<file path="src/rtl/rv32i_uart_ctrl.sv">
// rv32i_uart_ctrl: memory-mapped UART with run-time baud divisor, optional parity, one or two
// stop bits, 16x-oversampled receiver with false-start rejection, error flags, loopback and
// count-based TX/RX FIFOs.
// Ports:
//   i_clk          system clock, all logic on posedge
//   i_rst_n        synchronous active-low reset
//   i_cs1/i_we1    bus select / write enable (1 = write)
//   i_addr1        byte address (offsets relative to BASE)
//   i_in1          write data
//   o_q1           registered read data, valid the cycle after a read
//   i_rx           asynchronous serial input
//   o_tx           serial output, idle high
module rv32i_uart_ctrl #(
  parameter logic [31:0] BASE        = 32'hE0039000,
  parameter int unsigned TX_DEPTH    = 16,
  parameter int unsigned RX_DEPTH    = 16,
  parameter int unsigned DATA_BITS   = 8,
  parameter logic [15:0] DEFAULT_DIV = 16'd27
) (
  input  logic        i_clk,
  input  logic        i_rst_n,
  input  logic        i_cs1,
  input  logic        i_we1,
  input  logic [31:0] i_addr1,
  input  logic [31:0] i_in1,
  output logic [31:0] o_q1,
  input  logic        i_rx,
  output logic        o_tx
);
  localparam int unsigned TXAW = $clog2(TX_DEPTH);
  localparam int unsigned RXAW = $clog2(RX_DEPTH);
  localparam int unsigned RXW  = DATA_BITS + 2;  // {par_err, frm_err, data}

  typedef enum logic [2:0] {StIdle, StStart, StData, StParity, StStop} state_e;

  // Bus decode
  logic [31:0] w_off;
  logic w_wr_tx, w_wr_stat, w_wr_ctrl, w_rd, w_rd_rx, w_unused;
  assign w_off     = i_addr1 - BASE;
  assign w_rd      = i_cs1 & ~i_we1;
  assign w_wr_tx   = i_cs1 & i_we1 & (w_off == 32'h00);
  assign w_wr_stat = i_cs1 & i_we1 & (w_off == 32'h08);
  assign w_wr_ctrl = i_cs1 & i_we1 & (w_off == 32'h0C);
  assign w_rd_rx   = w_rd & (w_off == 32'h04);
  assign w_unused  = ^i_in1[31:20];

  // CTRL: [15:0] div, [16] parEn, [17] parOdd, [18] stop2, [19] loopback
  logic [19:0] r_ctrl;
  logic [15:0] r_tick_cnt;
  logic        w_tick;
  assign w_tick = (r_tick_cnt == r_ctrl[15:0]);

  always_ff @(posedge i_clk) begin
    if (!i_rst_n) begin
      r_ctrl     <= {4'b0, DEFAULT_DIV};
      r_tick_cnt <= '0;
    end else begin
      if (w_wr_ctrl) r_ctrl <= i_in1[19:0];
      // A CTRL write restarts the divider so a new div takes effect cleanly.
      if (w_wr_ctrl || w_tick) r_tick_cnt <= '0;
      else                     r_tick_cnt <= r_tick_cnt + 16'd1;
    end
  end

  // TX FIFO
  logic [DATA_BITS-1:0] r_tx_mem [TX_DEPTH];
  logic [TXAW-1:0]      r_tx_wp, r_tx_rp;
  logic [8:0]           r_tx_cnt;
  logic w_tx_empty, w_tx_full, w_tx_push, w_tx_pop;
  logic [DATA_BITS-1:0] w_tx_head;
  assign w_tx_empty = (r_tx_cnt == 9'd0);
  assign w_tx_full  = (r_tx_cnt == 9'(TX_DEPTH));
  assign w_tx_push  = w_wr_tx & (~w_tx_full | w_tx_pop);
  assign w_tx_head  = r_tx_mem[r_tx_rp];

  always_ff @(posedge i_clk) begin
    if (w_tx_push) r_tx_mem[r_tx_wp] <= i_in1[DATA_BITS-1:0];
  end

  always_ff @(posedge i_clk) begin
    if (!i_rst_n) begin
      r_tx_wp <= '0; r_tx_rp <= '0; r_tx_cnt <= '0;
    end else begin
      if (w_tx_push) r_tx_wp <= r_tx_wp + 1'b1;
      if (w_tx_pop)  r_tx_rp <= r_tx_rp + 1'b1;
      if (w_tx_push && !w_tx_pop)      r_tx_cnt <= r_tx_cnt + 9'd1;
      else if (w_tx_pop && !w_tx_push) r_tx_cnt <= r_tx_cnt - 9'd1;
    end
  end

  // TX FSM
  state_e               r_tx_st, w_tx_st_d;
  logic [3:0]           r_tx_sub, w_tx_sub_d;
  logic [2:0]           r_tx_idx, w_tx_idx_d;
  logic [DATA_BITS-1:0] r_tx_sh, w_tx_sh_d;
  logic r_tx_par, w_tx_par_d, r_tx_paren, w_tx_paren_d, r_tx_stop2, w_tx_stop2_d, w_tx_start;

  always_ff @(posedge i_clk) begin
    if (!i_rst_n) begin
      r_tx_st <= StIdle; r_tx_sub <= '0; r_tx_idx <= '0; r_tx_sh <= '0;
      r_tx_par <= 1'b0; r_tx_paren <= 1'b0; r_tx_stop2 <= 1'b0;
    end else begin
      r_tx_st <= w_tx_st_d; r_tx_sub <= w_tx_sub_d; r_tx_idx <= w_tx_idx_d;
      r_tx_sh <= w_tx_sh_d; r_tx_par <= w_tx_par_d; r_tx_paren <= w_tx_paren_d;
      r_tx_stop2 <= w_tx_stop2_d;
    end
  end

  always_comb begin
    w_tx_st_d = r_tx_st; w_tx_sub_d = r_tx_sub; w_tx_idx_d = r_tx_idx; w_tx_sh_d = r_tx_sh;
    w_tx_par_d = r_tx_par; w_tx_paren_d = r_tx_paren; w_tx_stop2_d = r_tx_stop2;
    w_tx_start = 1'b0;
    if (r_tx_st == StIdle) begin
      // Frames start on a tick so every bit spans exactly 16 ticks.
      w_tx_start = w_tick & ~w_tx_empty;
    end else if (w_tick) begin
      w_tx_sub_d = r_tx_sub + 4'd1;
      if (r_tx_sub == 4'hF) begin
        case (r_tx_st)
          StStart: begin w_tx_st_d = StData; w_tx_idx_d = '0; end
          StData: begin
            w_tx_sh_d = r_tx_sh >> 1;
            if (r_tx_idx == 3'(DATA_BITS - 1)) begin
              w_tx_st_d  = r_tx_paren ? StParity : StStop;
              w_tx_idx_d = '0;
            end else begin
              w_tx_idx_d = r_tx_idx + 3'd1;
            end
          end
          StParity: w_tx_st_d = StStop;
          StStop: begin
            if (r_tx_stop2 && r_tx_idx == 3'd0) begin
              w_tx_idx_d = 3'd1;
            end else begin
              w_tx_st_d  = StIdle;
              w_tx_start = ~w_tx_empty;  // back-to-back: no idle gap
            end
          end
          default: w_tx_st_d = StIdle;
        endcase
      end
    end
    if (w_tx_start) begin
      w_tx_st_d    = StStart;
      w_tx_sub_d   = '0;
      w_tx_sh_d    = w_tx_head;
      w_tx_paren_d = r_ctrl[16];
      w_tx_par_d   = r_ctrl[17] ? ~^w_tx_head : ^w_tx_head;
      w_tx_stop2_d = r_ctrl[18];
    end
  end
  assign w_tx_pop = w_tx_start;

  always_comb begin
    case (r_tx_st)
      StStart:  o_tx = 1'b0;
      StData:   o_tx = r_tx_sh[0];
      StParity: o_tx = r_tx_par;
      default:  o_tx = 1'b1;
    endcase
  end

  // RX synchroniser; loopback replaces the pin with the transmitter output.
  logic [1:0] r_sync;
  logic       w_rxs;
  assign w_rxs = r_sync[1];
  always_ff @(posedge i_clk) begin
    if (!i_rst_n) r_sync <= 2'b11;
    else          r_sync <= {r_sync[0], r_ctrl[19] ? o_tx : i_rx};
  end

  // RX FSM
  state_e               r_rx_st, w_rx_st_d;
  logic [3:0]           r_rx_sub, w_rx_sub_d;
  logic [2:0]           r_rx_idx, w_rx_idx_d;
  logic [DATA_BITS-1:0] r_rx_sh, w_rx_sh_d;
  logic r_rx_perr, w_rx_perr_d, w_rx_push, w_rx_frm;

  always_ff @(posedge i_clk) begin
    if (!i_rst_n) begin
      r_rx_st <= StIdle; r_rx_sub <= '0; r_rx_idx <= '0; r_rx_sh <= '0; r_rx_perr <= 1'b0;
    end else begin
      r_rx_st <= w_rx_st_d; r_rx_sub <= w_rx_sub_d; r_rx_idx <= w_rx_idx_d;
      r_rx_sh <= w_rx_sh_d; r_rx_perr <= w_rx_perr_d;
    end
  end

  always_comb begin
    w_rx_st_d = r_rx_st; w_rx_sub_d = r_rx_sub; w_rx_idx_d = r_rx_idx;
    w_rx_sh_d = r_rx_sh; w_rx_perr_d = r_rx_perr;
    w_rx_push = 1'b0; w_rx_frm = 1'b0;
    if (r_rx_st == StIdle) begin
      if (!w_rxs) begin w_rx_st_d = StStart; w_rx_sub_d = '0; end
    end else if (w_tick) begin
      w_rx_sub_d = r_rx_sub + 4'd1;
      if (r_rx_sub == 4'd7) begin  // mid-bit sample point
        case (r_rx_st)
          StStart:  if (w_rxs) w_rx_st_d = StIdle;  // false start
          StData:   w_rx_sh_d = {w_rxs, r_rx_sh[DATA_BITS-1:1]};
          StParity: w_rx_perr_d = w_rxs ^ (r_ctrl[17] ? ~^r_rx_sh : ^r_rx_sh);
          StStop: begin
            // Push at mid-stop so a following start bit is not missed.
            w_rx_push = 1'b1; w_rx_frm = ~w_rxs; w_rx_st_d = StIdle;
          end
          default: w_rx_st_d = StIdle;
        endcase
      end else if (r_rx_sub == 4'hF) begin
        case (r_rx_st)
          StStart: begin w_rx_st_d = StData; w_rx_idx_d = '0; w_rx_perr_d = 1'b0; end
          StData: begin
            if (r_rx_idx == 3'(DATA_BITS - 1)) w_rx_st_d = r_ctrl[16] ? StParity : StStop;
            else                                w_rx_idx_d = r_rx_idx + 3'd1;
          end
          StParity: w_rx_st_d = StStop;
          default: ;
        endcase
      end
    end
  end

  // RX FIFO
  logic [RXW-1:0]  r_rx_mem [RX_DEPTH];
  logic [RXAW-1:0] r_rx_wp, r_rx_rp;
  logic [8:0]      r_rx_cnt;
  logic            r_overrun;
  logic w_rx_empty, w_rx_full, w_rx_pop, w_rx_wr;
  logic [RXW-1:0]  w_rx_head;
  assign w_rx_empty = (r_rx_cnt == 9'd0);
  assign w_rx_full  = (r_rx_cnt == 9'(RX_DEPTH));
  assign w_rx_pop   = w_rd_rx & ~w_rx_empty;
  assign w_rx_wr    = w_rx_push & (~w_rx_full | w_rx_pop);
  assign w_rx_head  = r_rx_mem[r_rx_rp];

  always_ff @(posedge i_clk) begin
    if (w_rx_wr) r_rx_mem[r_rx_wp] <= {r_rx_perr, w_rx_frm, r_rx_sh};
  end

  always_ff @(posedge i_clk) begin
    if (!i_rst_n) begin
      r_rx_wp <= '0; r_rx_rp <= '0; r_rx_cnt <= '0; r_overrun <= 1'b0;
    end else begin
      if (w_rx_wr)  r_rx_wp <= r_rx_wp + 1'b1;
      if (w_rx_pop) r_rx_rp <= r_rx_rp + 1'b1;
      if (w_rx_wr && !w_rx_pop)      r_rx_cnt <= r_rx_cnt + 9'd1;
      else if (w_rx_pop && !w_rx_wr) r_rx_cnt <= r_rx_cnt - 9'd1;
      if (w_rx_push && !w_rx_wr)          r_overrun <= 1'b1;
      else if (w_wr_stat && i_in1[4])     r_overrun <= 1'b0;
    end
  end

  // Registered read port
  logic [31:0] w_q_d;
  always_comb begin
    w_q_d = '0;
    if (w_rd) begin
      case (w_off)
        32'h04: if (!w_rx_empty) w_q_d = {22'b0, w_rx_head[RXW-1:RXW-2],
                                          8'(w_rx_head[DATA_BITS-1:0])};
        32'h08: w_q_d = {26'b0, (r_tx_st != StIdle), r_overrun, w_rx_full, w_rx_empty,
                         w_tx_full, w_tx_empty};
        32'h0C: w_q_d = {12'b0, r_ctrl};
        32'h10: w_q_d = {7'b0, r_rx_cnt, 7'b0, r_tx_cnt};
        default: w_q_d = '0;
      endcase
    end
  end

  always_ff @(posedge i_clk) begin
    if (!i_rst_n) o_q1 <= '0;
    else          o_q1 <= w_q_d;
  end
endmodule
</file>
<file path="config.mk">
export PLATFORM = sky130hd
export DESIGN_NAME = rv32i_uart_ctrl
export DESIGN_NICKNAME = d
export VERILOG_FILES = /design/src/rtl/rv32i_uart_ctrl.sv
export SDC_FILE = /design/constraint.sdc
export NUM_CORES = 1
export LEC_CHECK = 0
export CAP_MARGIN = 20
export CORE_AREA = 2 2 231 233
export CTS_BUF_LIST = sky130_fd_sc_hd__clkbuf_8
export CTS_CLUSTER_DIAMETER = 200
export DETAILED_ROUTE_END_ITERATION = 8
export DIE_AREA = 0 0 233 235
export PLACE_DENSITY_LB_ADDON = 0.05
export RECOVER_POWER = 100
export SKIP_LAST_GASP = 1
export SYNTH_ARGS = -nofsm -noshare
export SYNTH_HDL_FRONTEND = slang
export SYNTH_SLANG_ARGS = --single-unit
</file>
<file path="constraint.sdc">
create_clock -name i_clk -period 5.52 [get_ports i_clk]
set_input_delay 1.104 -clock i_clk [delete_from_list [all_inputs] [get_ports i_clk]]
set_output_delay 1.104 -clock i_clk [all_outputs]
set_load 0.02 [all_outputs]
</file>
==> tab_implementation.tex <==
\begin{tabular}{lr}
\hline
Metric & Value \\
\hline
\multicolumn{2}{l}{\textbf{Status}} \\
Run status & finished, violations left \\
Failing checks & capacitance limit, slew limit \\
\multicolumn{2}{l}{\textbf{CTS}} \\
Hold bufs inserted after CTS & 0 \\
Clk root buf & sky130\_fd\_sc\_hd\_\_clkbuf\_8 \\
Clock insertion delay at the later pin of the skew report & roughly 0.64 ns \\
Maximum count of clock buffers along a single path & 3 \\
Clock Pin Slew Worst Setup and Hold Paths & roughly 0.060 ns \\
Clock tree from TritonCTS & yes \\
Clock buffer count from CTS & 78 \\
Post-cts sizing count & 0 \\
CTS HTree Levels & 3 \\
TritonCTS sink count & about 430 \\
\# Post-CTS Setup Buffers & 0 \\
\multicolumn{2}{l}{\textbf{Logic synthesis}} \\
Largest family of logic cells by synthesized area & multiplexers \\
Sequential fraction of the synthesis area & between 60\% and 70\% \\
Number of flip-flops and latches in the synthesized netlist & roughly 430 \\
Post-Synth Simple-Gate Area & under 10\% \\
Count of flip-flops with a built-in enable after synthesis & roughly 290 \\
Fraction of synthesized area in multiplexers & around an eighth \\
Main flop type after synthesis & sky130\_fd\_sc\_hd\_\_edfxtp\_1 \\
Mean area per synthesized cell & roughly 14 µm² \\
Adder-cell area share of the yosys netlist & 2.58\% \\
Post-synthesis instance area & 0.0181 mm² \\
Instance count of the mapped netlist & 1,278 \\
Synth Area in Compound Gates & under 10\% \\
Warnings, synthesis & 0 \\
Xor-xnor portion of the synthesized cell area & roughly 3.5\% \\
Number of unique standard cell types used by synthesis & 58 \\
Post-synthesis async set-or-reset flop share & 0\% \\
\multicolumn{2}{l}{\textbf{Placement}} \\
DP Wirelength & 29.4 mm \\
Placed standard-cell area & slightly below 0.02 mm² \\
Weighted congestion at the end of routability-driven global placement & a little under 0.8 \\
Port-buffer cells & slightly above 80 \\
\multicolumn{2}{l}{\textbf{Power}} \\
Internal power & a little under 0.005 W \\
Clock share of power & between 40\% and 50\% \\
Power share of the combinational group & under 10\% \\
Max VDD drop & between 0.1 and 0.15 mV \\
Share of total power in sequential cells & around 55\% \\
Net switching power of the design & $\sim$0.0014 W \\
Design Power & between 0.006 and 0.007 W \\
Power density over the cells & 297 mW/mm² \\
Switching power as a share of total power & 22.0\% \\
Static leakage & around 7.1 nW \\
\multicolumn{2}{l}{\textbf{GRT}} \\
Remaining global-route overflow & 0 \\
Global-route wire length before repair & around 67 mm \\
Maximum number of pins on one net before global-route repair & 56 \\
Vias in the first global route & approximately 11,000 \\
Global-route usage over all layers & between 10\% and 20\% \\
Antenna violations before repair & 0 \\
\multicolumn{2}{l}{\textbf{Die}} \\
Starting Density & between 30\% and 40\% \\
Chip height & about 240 µm \\
Chip width & approximately 230 µm \\
DIE AREA & roughly 0.055 mm² \\
Ports placed on the boundary & just over 100 \\
FP Rows & 84 \\
Total core area & approximately 0.052 mm² \\
\multicolumn{2}{l}{\textbf{Drt}} \\
Routed via count divided by cell count & $\sim$4.9 \\
Detail Route Antenna Nets & 0 \\
Initial DRC Count & $\sim$700 \\
Wire length per cell & approximately 20 µm \\
Total number of vias & approximately 11,000 \\
DRC & 0 \\
Detailed-routing iteration count for the pre-antenna-repair pass & 6 \\
Total length of routed wires & around 44 mm \\
\multicolumn{2}{l}{\textbf{STA}} \\
Min cycle time layout & $\sim$4.8 ns \\
Post-Route Skew & approximately 0.028 ns \\
Unrepaired setup endpoints after global routing & false \\
Count of endpoints failing hold in the final timing report & 0 \\
Slew of the pin with the lowest slew margin & approximately 1.8 ns \\
Final hold slack & between 0.4 and 0.5 ns \\
Highest clock frequency the design can meet & about 210 MHz \\
Fraction of the cycle the final worst path needs & a little under 90\% \\
Summed negative setup slack over all endpoints & 0 ns \\
Final-report setup violation count & 0 \\
Final number of max-transition violations & 21 \\
Worst max-slew margin expressed relative to the limit & -17.5\% \\
\multicolumn{2}{l}{\textbf{Min path}} \\
HP Start & r\_tx\_stop2\$\_SDFFE\_PN0P\_ \\
Hold endpoint & r\_tx\_stop2\$\_SDFFE\_PN0P\_ \\
Hold path cells & 2 \\
Hold Path Class & flip-flop to flip-flop \\
\multicolumn{2}{l}{\textbf{Setup path}} \\
Terminus of the critical flop-to-flop path & r\_tx\_cnt[7]\$\_SDFFE\_PN0P\_ \\
Launch point of the worst reg-to-reg path & r\_ctrl[9]\$\_SDFFE\_PN0P\_ \\
Required time at the worst-slack endpoint & a little over 6 ns \\
Slack of the worst reg-to-reg path & 0.84 ns \\
Worst-case reg-to-reg path depth & 19 \\
Type of the worst setup path & input pin to flip-flop \\
Start point of the critical path & i\_addr1[12] \\
Startpoint type of the worst setup path & input pin \\
Highest fanout seen on the critical path & 3 \\
Critical path capture point type & flip-flop \\
Data arrival at the endpoint of the critical path & 5.33 ns \\
\multicolumn{2}{l}{\textbf{Cells and area}} \\
Share of cells above drive strength 1 & 12.2\% \\
Number of fill cells in the layout & around 4,900 \\
Growth of design area from synthesis to finish & 16.5\% \\
Most frequent standard cell in the layout excluding fill and tap cells & sky130\_fd\_sc\_hd\_\_edfxtp\_1 \\
Most used cells in the layout excluding fill and tap cells & sky130\_fd\_sc\_hd\_\_edfxtp\_1 (288), sky130\_fd\_sc\_hd\_\_nor2\_1 (151), sky130\_fd\_sc\_hd\_\_dfxtp\_1 (143), sky130\_fd\_sc\_hd\_\_nand2\_1 (97), sky130\_fd\_sc\_hd\_\_clkbuf\_8 (83) \\
Net count reported at finish & approximately 1,500 \\
Layout Cell Area excl Fill & $\sim$0.021 mm² \\
Number of inserted diodes & 0 \\
\multicolumn{2}{l}{\textbf{Run}} \\
Number of maximum-capacitance constraint violations & 1 \\
\hline
\end{tabular}
per-stage QoR:
step | worst slack, ns | instances | util (%)
2_1_floorplan | 0.916 | 1284 | -
5_1_grt | 0.432 | 2176 | 40.3
6_report | 0.743 | 2176 | 40.3
3_3_place_gp | 0.262 | 2037 | 37.9
4_1_cts | 0.909 | 2176 | 40.6
3_5_place_dp | 0.218 | 2038 | 37.9
how the worst max path moves through the flow:
stage,endpoint,slack [ns]
floorplan,r_rx_cnt[8]$_SDFFE_PN0P_,0.92
global placement,r_rx_cnt[8]$_SDFFE_PN0P_,0.26
detailed placement,r_rx_cnt[8]$_SDFFE_PN0P_,0.22
CTS,r_rx_cnt[8]$_SDFFE_PN0P_,0.91
global route,r_tx_cnt[7]$_SDFFE_PN0P_,0.43
finish,r_rx_cnt[8]$_SDFFE_PN0P_,0.74
cells in the mapped netlist (15+ instances only):
cell type                  count  area share [%]
sky130_fd_sc_hd__o21ai_0      15            0.42
sky130_fd_sc_hd__mux4_2       67             8.4
sky130_fd_sc_hd__nand2b_1     19            0.66
sky130_fd_sc_hd__ha_1         34             2.4
sky130_fd_sc_hd__nand2_1      97             2.0
sky130_fd_sc_hd__xnor2_1      26             1.3
sky130_fd_sc_hd__nand3_1      31            0.86
sky130_fd_sc_hd__edfxtp_1    288              48
sky130_fd_sc_hd__dfxtp_1     146              16
sky130_fd_sc_hd__mux2i_1      25             1.4
sky130_fd_sc_hd__nor2_1      151             3.1
sky130_fd_sc_hd__nor3_1       18            0.50
sky130_fd_sc_hd__mux4_1       19             2.8
sky130_fd_sc_hd__xor2_1       44             2.1
sky130_fd_sc_hd__a21oi_1      61             1.7
sky130_fd_sc_hd__clkbuf_1     41            0.85
sky130_fd_sc_hd__inv_1        28            0.58
registers in the layout, indices dropped and copies added, names as in the netlist, 8 cells and up, named ones only:
signal      flops
r_tx_mem      128
r_rx_mem      160
r_tick_cnt     16
r_rx_sh         8
o_q1           25
r_ctrl         20
r_tx_sh         8
r_tx_cnt        9
r_rx_cnt        9
cell type report:
type                       count  area, µm²  area share, %
clock buffer                  83       1140           5.43
timing repair buffer         136       1060           5.05
inverter                      28        105          0.500
sequential                   434      11600           55.0
tap                          688        861           4.09
multi-input combinational    752       6050           28.8
clock inverter                55        238           1.13
critical path, stage by stage:
cell	delay (ns)
sky130_fd_sc_hd__dlygate4sd3_1	0.55
sky130_fd_sc_hd__o31ai_1	0.34
sky130_fd_sc_hd__a31oi_1	0.17
sky130_fd_sc_hd__nor3_1	0.51
sky130_fd_sc_hd__a31oi_1	0.25
sky130_fd_sc_hd__nor2_2	0.16
sky130_fd_sc_hd__ha_1	0.23
sky130_fd_sc_hd__inv_1	0.08
sky130_fd_sc_hd__ha_1	0.31
sky130_fd_sc_hd__nor2b_1	0.15
sky130_fd_sc_hd__o21ai_0	0.24
sky130_fd_sc_hd__a21boi_0	0.16
sky130_fd_sc_hd__o21ai_0	0.17
sky130_fd_sc_hd__nand2b_1	0.11
sky130_fd_sc_hd__a21o_1	0.19
sky130_fd_sc_hd__a21oi_1	0.17
sky130_fd_sc_hd__mux2i_1	0.23
sky130_fd_sc_hd__mux2i_1	0.20
layer usage:
layer  vias to the layer above  part of all wire, %  track usage (%)
li1                       5088                    -                -
met1                      5289                   48             23.2
met2                       206                   45             24.8
met3                        71                  4.3             3.09
met4                         0                  2.6             6.22
met5                         -                    0                0
cells by family (layout without fill, tap and decap cells):
| kind of cell | count (synthesis) | after routing |
|---|---|---|
| AO/OA/AOI/OAI | 140 | 140 |
| XOR/XNOR | 71 | 71 |
| adder cells (fa/ha/maj) | 36 | 36 |
| buffers and inverters | 98 | 302 |
| flip-flops | 434 | 434 |
| multiplexers | 111 | 111 |
| other | 1 | 7 |
| AND/OR/NAND/NOR | 387 | 387 |
power by group through the flow:
stage | clock network, W | logic [W] | registers [W]
after floorplan | 0 | 0.0000394 | 0.00351
after global placement | 0 | 0.000108 | 0.00352
after detailed placement | 0 | 0.000109 | 0.00352
after CTS | 0.00282 | 0.000109 | 0.00345
after global routing | 0.00297 | 0.000115 | 0.00345
final | 0.00270 | 0.000105 | 0.00345
Power figures use the tool's default switching activity.
